## config.mk

```make
export PLATFORM = sky130hd
export DESIGN_NAME = precinct_ballot_arbiter
export DESIGN_NICKNAME = d
export VERILOG_FILES = /design/src/rtl/precinct_ballot_arbiter.sv
export SDC_FILE = /design/constraint.sdc
export NUM_CORES = 1
export LEC_CHECK = 0
export ABC_AREA = 1
export CORE_MARGIN = 1.5
export CORE_UTILIZATION = 45
export CTS_CLUSTER_SIZE = 8
export DETAILED_ROUTE_END_ITERATION = 10
export GPL_TIMING_DRIVEN = 0
export PLACE_DENSITY_LB_ADDON = 0.08
export SETUP_SLACK_MARGIN = 0.2
export SYNTH_ARGS = -nofsm -noshare
export SYNTH_HDL_FRONTEND = slang
export SYNTH_SLANG_ARGS = --single-unit
```

## constraint.sdc

```tcl
create_clock -name clock -period 1.65 [get_ports clock]
set_input_delay 0.33 -clock clock [delete_from_list [all_inputs] [get_ports clock]]
set_output_delay 0.33 -clock clock [all_outputs]
set_load 0.02 [all_outputs]
```

## src/rtl/precinct_ballot_arbiter.sv

```systemverilog
// Precinct ballot arbiter: opens/closes the poll, round-robin arbitrates
// citizen voters onto a single board-of-elections port through a one-entry
// valid/ready output register, and counts delivered ballots.
module precinct_ballot_arbiter #(
    parameter int unsigned NUM_VOTERS = 4,
    parameter int unsigned VOTE_W     = 2,
    parameter int unsigned COUNT_W    = 8
) (
    input  logic                             clock,
    input  logic                             reset,
    input  logic                             io_open,
    input  logic                             io_close,
    input  logic [NUM_VOTERS-1:0]            io_req,
    input  logic [NUM_VOTERS*VOTE_W-1:0]     io_vote,
    output logic [NUM_VOTERS-1:0]            io_grant,
    output logic                             io_board_valid,
    input  logic                             io_board_ready,
    output logic [VOTE_W-1:0]                io_board_vote,
    output logic [$clog2(NUM_VOTERS)-1:0]    io_board_voter,
    output logic [NUM_VOTERS-1:0]            io_voted,
    output logic [COUNT_W-1:0]               io_total,
    output logic [1:0]                       io_state,
    output logic                             io_done
);

    localparam int unsigned VOTER_W = $clog2(NUM_VOTERS);

    typedef enum logic [1:0] {
        ST_IDLE    = 2'd0,
        ST_OPEN    = 2'd1,
        ST_CLOSING = 2'd2,
        ST_DONE    = 2'd3
    } state_t;

    state_t               state;
    logic                 done;
    logic [NUM_VOTERS-1:0] grant;
    logic                 board_valid;
    logic [VOTE_W-1:0]    board_vote;
    logic [VOTER_W-1:0]   board_voter;
    logic [NUM_VOTERS-1:0] voted;
    logic [COUNT_W-1:0]   total;
    logic [VOTER_W-1:0]   rr_ptr;

    logic [VOTE_W-1:0]    votes [NUM_VOTERS];
    logic [NUM_VOTERS-1:0] eligible;
    logic                 handshake;
    logic                 slot_free;
    logic                 found;
    logic [VOTER_W-1:0]   win_idx;
    logic [VOTE_W-1:0]    win_vote;
    logic [VOTER_W-1:0]   rr_next;
    logic                 capture;

    assign eligible  = io_req & ~voted;
    assign handshake = board_valid & io_board_ready;
    assign slot_free = ~board_valid | io_board_ready;
    assign capture   = (state == ST_OPEN) && slot_free && found;

    // Unpack the flat ballot bus into one entry per voter.
    always_comb begin
        for (int unsigned i = 0; i < NUM_VOTERS; i++) begin
            votes[i] = io_vote[i*VOTE_W +: VOTE_W];
        end
    end

    // Round-robin search: first eligible voter at or above rr_ptr, wrapping.
    always_comb begin
        int unsigned idx;
        logic [VOTER_W-1:0] sel;
        idx      = 0;
        sel      = '0;
        found    = 1'b0;
        win_idx  = '0;
        win_vote = '0;
        for (int unsigned k = 0; k < NUM_VOTERS; k++) begin
            idx = 32'(rr_ptr) + k;
            if (idx >= NUM_VOTERS) begin
                idx = idx - NUM_VOTERS;
            end
            sel = VOTER_W'(idx);
            if (!found && eligible[sel]) begin
                found    = 1'b1;
                win_idx  = sel;
                win_vote = votes[sel];
            end
        end
    end

    // Pointer moves one past the winner so it becomes lowest priority next.
    always_comb begin
        if (32'(win_idx) == NUM_VOTERS - 1) begin
            rr_next = '0;
        end else begin
            rr_next = win_idx + 1'b1;
        end
    end

    // Poll FSM, capture register, voted mask and delivered-ballot counter.
    always_ff @(posedge clock) begin
        if (reset) begin
            state       <= ST_IDLE;
            done        <= 1'b0;
            grant       <= '0;
            board_valid <= 1'b0;
            board_vote  <= '0;
            board_voter <= '0;
            voted       <= '0;
            total       <= '0;
            rr_ptr      <= '0;
        end else begin
            grant <= '0;

            if (handshake) begin
                board_valid <= 1'b0;
                if (total != '1) begin
                    total <= total + 1'b1;
                end
            end

            // A capture overrides the handshake clear so the slot refills
            // in the same cycle it drains.
            if (capture) begin
                board_valid    <= 1'b1;
                board_vote     <= win_vote;
                board_voter    <= win_idx;
                grant[win_idx] <= 1'b1;
                voted[win_idx] <= 1'b1;
                rr_ptr         <= rr_next;
            end

            case (state)
                ST_IDLE: begin
                    if (io_open) begin
                        state  <= ST_OPEN;
                        voted  <= '0;
                        total  <= '0;
                        rr_ptr <= '0;
                    end
                end
                ST_OPEN: begin
                    if (io_close || (&voted)) begin
                        state <= ST_CLOSING;
                    end
                end
                ST_CLOSING: begin
                    if (!board_valid || handshake) begin
                        state <= ST_DONE;
                        done  <= 1'b1;
                    end
                end
                ST_DONE: begin
                    if (io_open) begin
                        state  <= ST_OPEN;
                        done   <= 1'b0;
                        voted  <= '0;
                        total  <= '0;
                        rr_ptr <= '0;
                    end
                end
                default: begin
                    state <= ST_IDLE;
                end
            endcase
        end
    end

    assign io_grant       = grant;
    assign io_board_valid = board_valid;
    assign io_board_vote  = board_vote;
    assign io_board_voter = board_voter;
    assign io_voted       = voted;
    assign io_total       = total;
    assign io_state       = state;
    assign io_done        = done;

endmodule

```

==> results of run 1 <==
-- cell families (layout without fill, tap and decap cells) --
logic type | Yosys count | count (layout) | synth area share
flops | 26 | 26 | 0.308
compound gates | 47 | 47 | 0.145
buf+inv | 45 | 114 | 0.118
fa+ha+maj | 9 | 9 | 0.0667
simple gates | 132 | 132 | 0.362
-- worst max-delay path by stage --
stage / start / endpoint / slack, ns / cells after the start
after CTS: rr_ptr[0] / rr_ptr[1] / -0.11 / 15
after global routing: rr_ptr[0] / rr_ptr[1] / -0.27 / 14
final: rr_ptr[0] / io_grant[0] / -0.16 / 13
after floorplan: rr_ptr[0] / rr_ptr[1] / -0.06 / 15
after detailed placement: io_req[2] / rr_ptr[0] / -0.57 / 14
after global placement: io_req[2] / rr_ptr[0] / -0.54 / 14
-- what timing repair did --
action                                  in CTS  in global routing
hold endpoints to repair                     0                  0
endpoints found under the setup margin      44                 24
pin swaps                                   24                 16
setup buffers                               20                  5
resized for setup                           64                 53
gates cloned                                 1                  0
-- sequential cells by signal, summed over array words and instances (netlist names) --
register        cells
io_done             1
io_total            8
io_grant            4
io_state            2
io_board_voter      2
io_voted            4
io_board_vote       2
rr_ptr              2
io_board_valid      1
-- worst reg2reg max path, cell delays in order (launching register included) --
cell and delay, ns:
dfxtp_2 0.34, buf_12 0.14, clkinv_8 0.08, nand2_4 0.05
nand2_4 0.09, nand3_4 0.09, nand2_8 0.11, nand4_1 0.13
nand3b_1 0.14, nand2_2 0.10, buf_6 0.14, ha_2 0.15
nand2_1 0.08, nor2_1 0.04
-- power by group through the flow --
stage | clock, mW | combinational (mW) | sequential (mW)
finish | 0.529 | 4.07 | 0.929
global route | 0.565 | 4.40 | 0.953
global placement | 0 | 2.57 | 0.921
detailed placement | 0 | 2.59 | 0.924
CTS | 0.533 | 3.25 | 0.918
floorplan | 0 | 1.76 | 1.08
-- per-layer routing --
| layer | vias up | GRT usage | wire length, um |
|---|---|---|---|
| met3 | 12 | 0.0317 | 222 |
| met1 | 880 | 0.269 | 1970 |
| met4 | 0 | 0.0904 | 119 |
| met2 | 66 | 0.411 | 2550 |
| li1 | 974 | - | - |
| met5 | - | 0 | 0 |
-- through the flow --
stage | instance area [um2] | hold slack, ns | TNS, ns
5_1_grt | 2760 | 0.462 | -2.69
4_1_cts | 2520 | 0.421 | -0.813
6_report | 2760 | 0.443 | -1.37
3_5_place_dp | 2190 | 0.462 | -5.82
3_3_place_gp | 2190 | 0.455 | -5.60
2_1_floorplan | 1740 | 0.446 | -0.121
-- layout make-up --
type / count / share of cell area
clock inverter: 1 / 0.0109
buffer: 6 / 0.0236
multi-input combinational: 188 / 0.469
timing repair buffer: 65 / 0.208
inverter: 39 / 0.0594
clock buffer: 3 / 0.0150
tap: 48 / 0.0217
sequential: 26 / 0.193
-- cell usage in the layout, fill, tap and decap left out, types with 5 or more instances in the layout --
master | synthesis | layout
inv_1 | 37 | 31
o21ai_0 | 24 | 18
o21ai_1 | 4 | 6
nand4_1 | 5 | 5
clkdlybuf4s50_1 | 0 | 11
nor2_1 | 35 | 31
nand2_4 | 3 | 6
nand3_2 | 5 | 11
dfxtp_2 | 0 | 8
dlygate4sd2_1 | 0 | 28
nand2_1 | 55 | 37
buf_6 | 3 | 9
nand3_4 | 0 | 7
a21oi_1 | 15 | 8
inv_2 | 1 | 5
a21oi_2 | 0 | 6
buf_4 | 1 | 20
nand2_2 | 5 | 19
nand3_1 | 19 | 6
dfxtp_1 | 26 | 17
==> metrics.txt, run 1 <==
sw frac 0.478; Worst-path clk slew 0.09 ns; Slew Viols, Final 0; Crit path largest cell delay 0.34 ns; Switch Pwr 2.64 mW; worst-case clock buffer depth 2; highest net fanout along the worst path 8; vias post-DR 1932; IO Count 41; Mean Syn Cell Area 6.52 um2; Core Rows 22; FF-to-FF setup slack -0.16 ns; final hold vios 0; CTS Sinks 26; Combinational Power Share 0.736; Final Util 0.760; CP Buf/Inv Count 3; Final ANT Viol Nets 0; Crit. End Element flop; Post-Syn Instances 259; Final setup viols 14; Yosys warnings 0; die height 64.2 um; EDFF count, synth 0; max-cap viol count 0; cts hold-fix bufs 0; Clock Power Share 0.096; gr ovfl total 0; internal power 2.89 mW; sequential power share 0.168; end of the worst hold path io_grant[2]; Most common cell on crit path nand2_4; Register Area 534 um2; minimum clock period 1.81 ns; first-pass GRT wire length 7530 um; Total GRT Usage 0.228; Clock Latency Late Sink 0.27 ns; final std cells w/o fill 376; Post-Place Cells 346; multi-input logic area 1290 um2; Synth area leaders dfxtp_1, nand2_1, inv_1; TritonCTS clock tree done; Remaining DRCs 0; vias in the first global route 1728; Worst Reg-to-Reg Cells 13; CP max stage cell dfxtp_2; Pre-antenna DRT Iters 5; unique cell type count in the Yosys netlist 25; Hold Path Class input port to flop; CP delay by family, top simple AND/OR/NAND/NOR gates; IO Port Bufs 39; Die ar. 4130 um2; Arr. time, crit path 1.96 ns; Synth top area share 0.308; worst slew pin tran 0.470 ns; Main synth FF type dfxtp_1; critical path class flop to flop; GPL Wtd Cong 0.869; relative slew slack 0.687; HPWL Detailed 2920 um; worst flop-to-flop path startpoint rr_ptr[0]; Final #Nets 355; Required @ worst endpoint 1.80 ns; Setup WS post-layout -0.159 ns; top-count cell post-synth nand2_1; Hold Crit Depth 2; drt wl/cell 12.9 um; Peak Freq 0.553 GHz; die width 64.2 um; worst hold start reset; status complete, but fails checks; vias per cell 5.14; Inserted Diodes 0; Initial Utilization 0.465; register bit total from synthesis 26; final WL 4860 um; Cell Area, Synth 1690 um2; Max H-tree Level 1; CTS root buf clkbuf_8; worst slack at placement -0.570 ns; Final Cycle Share 1.10; r2r endpoint io_grant[0]; VDD IR max 0.00155 V; Pwr Total 5.53 mW; cts bufs inserted 3; largest net degree at the start of global routing 16; Seq/Total Area, Yosys 0.308; Async SR Flop Fraction 0; filler cell count 289; number of DRC markers after the initial detailed-route iteration 125; failing checks negative setup slack; Commonest cells post-synth nand2_1, inv_1, nor2_1; crit start category flop; antenna violations before repair 0; crit-path cells buf_12, clkinv_8, nand2_4, nand2_4, nand3_4, nand2_8, nand4_1, nand3b_1, nand2_2, buf_6, ha_2, nand2_1, nor2_1; Layout area overhead 63.6%; Clock Skew 0.00715 ns; Pwr Density 2000 nW/um2; RSZ-0062 raised after global routing yes; LEAKAGE 1.28 nW; Synth area leader dfxtp_1; core area 3630 um2; share of cells above drive strength 1 0.366; Net Count, Synth 285
No activity file was read; power rests on OpenSTA's default activity.
==> run 2, diff against run 1 <==
--- a/config.mk
+++ b/config.mk
@@ -10,6 +10,7 @@
 export CORE_UTILIZATION = 45
 export CTS_CLUSTER_SIZE = 8
 export DETAILED_ROUTE_END_ITERATION = 10
+export GPL_ROUTABILITY_DRIVEN = 0
 export GPL_TIMING_DRIVEN = 0
 export PLACE_DENSITY_LB_ADDON = 0.08
 export SETUP_SLACK_MARGIN = 0.2
==> results of run 2 <==
The final DEF is identical to that of run 1; final timing and power are the same.
==> run 3, diff against run 2 <==
--- a/config.mk
+++ b/config.mk
@@ -12,7 +12,8 @@
 export DETAILED_ROUTE_END_ITERATION = 10
 export GPL_ROUTABILITY_DRIVEN = 0
 export GPL_TIMING_DRIVEN = 0
-export PLACE_DENSITY_LB_ADDON = 0.08
+export MAX_ROUTING_LAYER = met4
+export PLACE_DENSITY = 0.77
 export SETUP_SLACK_MARGIN = 0.2
 export SYNTH_ARGS = -nofsm -noshare
 export SYNTH_HDL_FRONTEND = slang
==> run 3 against run 2 <==
  * The flow still finishes with violations (negative setup slack)
  * Routed wire length increased by 23%
  * Critical path depth increased by 2
  * Final area grew 5.5%
  * Sequential share of layout area fell by 0.88 points
  * Clock-buffer cell count is 1 higher
  * Die area unchanged
  * Global-route usage grew 4.1 points
  * Maximum frequency is 4.3% lower
  * First-iteration DRC count decreased by 9.6%
  * Largest cell class unchanged
==> metrics.txt, run 3 (synthesis results as in run 1) <==
status complete, but fails checks (unchanged); failing checks negative setup slack (unchanged); largest net degree at the start of global routing 15 (was 16); CP Buf/Inv Count 3 (unchanged); Most common cell on crit path nand2_2 (was nand2_4); die width 64.2 um (unchanged); CP max stage cell dfxtp_2 (unchanged); Initial Utilization 0.465 (unchanged); gr ovfl total 0 (unchanged); worst slew pin tran 0.447 ns (was 0.470 ns); worst slack at placement -0.583 ns (was -0.570 ns); TritonCTS clock tree done (unchanged); final std cells w/o fill 385 (was 376); CTS root buf clkbuf_8 (unchanged); vias post-DR 2056 (was 1932); crit-path cells buf_12, inv_12, nand3_4, nand2_2, nand2_2, nand2_2, nor2_4, nor2_2, nand2_1, nand2_4, inv_2, ha_4, nand3_4, nand2_2, a21oi_2 (was buf_12, clkinv_8, nand2_4, nand2_4, nand3_4, nand2_8, nand4_1, nand3b_1, nand2_2, buf_6, ha_2, nand2_1, nor2_1); HPWL Detailed 2850 um (was 2920 um); LEAKAGE 1.34 nW (was 1.28 nW); Final #Nets 364 (was 355); commonest non-fill, non-tap cell in the layout nand2_1 (unchanged); IO Count 41 (unchanged); Post-Place Cells 346 (unchanged); Total GRT Usage 0.268 (was 0.228); IO Port Bufs 39 (unchanged); vias per cell 5.34 (was 5.14); Register Area 538 um2 (was 534 um2); filler cell count 236 (was 289); Hold Path Class input port to flop (unchanged); Clock Latency Late Sink 0.28 ns (was 0.27 ns); Required @ worst endpoint 1.86 ns (was 1.80 ns); critical path class flop to flop (unchanged); final hold vios 0 (unchanged); Crit path largest cell delay 0.35 ns (was 0.34 ns); highest net fanout along the worst path 8 (unchanged); Setup WS post-layout -0.241 ns (was -0.159 ns); Max H-tree Level 1 (unchanged); drt wl/cell 15.6 um (was 12.9 um); Final ANT Viol Nets 0 (unchanged); Final Cycle Share 1.15 (was 1.10); Worst-path clk slew 0.10 ns (was 0.09 ns); Slew Viols, Final 0 (unchanged); max-cap viol count 0 (unchanged); Layout area overhead 72.6% (was 63.6%); VDD IR max 0.00113 V (was 0.00155 V); first-pass GRT wire length 8500 um (was 7530 um); max FFs per register 8 (unchanged); Remaining DRCs 0 (unchanged); setup_tns -2.09 ns (was -1.37 ns); Pwr Density 2050 nW/um2 (was 2000 nW/um2); minimum clock period 1.89 ns (was 1.81 ns); cts bufs inserted 3 (unchanged); cts hold-fix bufs 0 (unchanged); final WL 6000 um (was 4860 um); Pwr Total 5.97 mW (was 5.53 mW); Arr. time, crit path 2.10 ns (was 1.96 ns); CTS Sinks 26 (unchanged); crit start category flop (unchanged); worst-case clock buffer depth 2 (unchanged); antenna violations before repair 0 (unchanged); number of DRC markers after the initial detailed-route iteration 113 (was 125); multi-input logic area 1370 um2 (was 1290 um2); relative slew slack 0.702 (was 0.687); Final setup viols 14 (unchanged); Peak Freq 0.529 GHz (was 0.553 GHz); share of cells above drive strength 1 0.409 (was 0.366); vias in the first global route 1940 (was 1728); Die ar. 4130 um2 (unchanged); Pre-antenna DRT Iters 4 (was 5); commonest non-fill, non-tap cells in the layout nand2_1, nor2_1, dlygate4sd2_1 (was nand2_1, inv_1, nor2_1); RSZ-0062 raised after global routing yes (unchanged); Core Rows 22 (unchanged); Inserted Diodes 0 (unchanged); CP delay by family, top simple AND/OR/NAND/NOR gates (unchanged); Final Util 0.802 (was 0.760); die height 64.2 um (unchanged); core area 3630 um2 (unchanged); Crit. End Element flop (unchanged); Clock Skew 0.00412 ns (was 0.00715 ns)
==> run 3: changes by cell type in the layout (fill, tap and decap cells not counted), moves of 3 or more <==
cell	before	now
a21oi_1	8	11
a21oi_2	6	3
buf_4	20	25
buf_6	9	13
inv_1	31	27
inv_2	5	10
nand2_1	37	32
nand2_4	6	11
nand3_4	7	10
o21ai_0	18	13
o21ai_1	6	12
==> run 3: stage by stage <==
stage / instance area (um2) / hold WS [ns]
after floorplan: 1740 / 0.446
after global placement: 2190 / 0.448
after detailed placement: 2190 / 0.451
after CTS: 2730 / 0.420
after global routing: 2910 / 0.439
final: 2910 / 0.423
==> run 3: per-layer routing <==
metal | global-route usage | share of wire
met1 | 0.286 | 0.38
met2 | 0.510 | 0.53
met3 | 0.0176 | 0.048
met4 | 0.109 | 0.044
met5 | - | 0
==> run 3: power breakdown <==
group	internal (mW)	leakage [nW]	switching, mW
registers	0.806	0.216	0.130
logic	2.00	1.09	2.61
clock network	0.214	0.0288	0.217
total	3.02	1.34	2.95
==> run 3: cell type report <==
cell class / count / area share
timing repair buffer: 74 / 0.225
tap: 48 / 0.0206
sequential: 26 / 0.185
multi-input combinational: 188 / 0.471
inverter: 39 / 0.0554
clock buffer: 4 / 0.0189
buffer: 6 / 0.0249
==> run 3: what timing repair did <==
item	4_1_cts	5_1_grt
pin swaps	30	31
setup buffers	29	5
gates cloned	1	0
endpoints found under the setup margin	42	23
gates resized for setup	101	47
==> run 3: worst register-to-register path: stages (launching register included) <==
cell and delay [ns]:
dfxtp_2 0.35, buf_12 0.15, inv_12 0.09, nand3_4 0.11, nand2_2 0.09, nand2_2 0.07
nand2_2 0.12, nor2_4 0.05, nor2_2 0.08, nand2_1 0.10, nand2_4 0.13, inv_2 0.07
ha_4 0.17, nand3_4 0.08, nand2_2 0.06, a21oi_2 0.12
==> run 3: worst paths after layout <==
| kind | startpoint | endpoint | slack [ns] | cells after the start |
|---|---|---|---|---|
| max | rr_ptr[0] | rr_ptr[0] | -0.24 | 15 |
| min | reset | io_grant[3] | 0.42 | 2 |
| max reg2reg | rr_ptr[0] | rr_ptr[0] | -0.24 | 15 |
| min reg2reg | io_total[5] | io_total[5] | 0.48 | 2 |
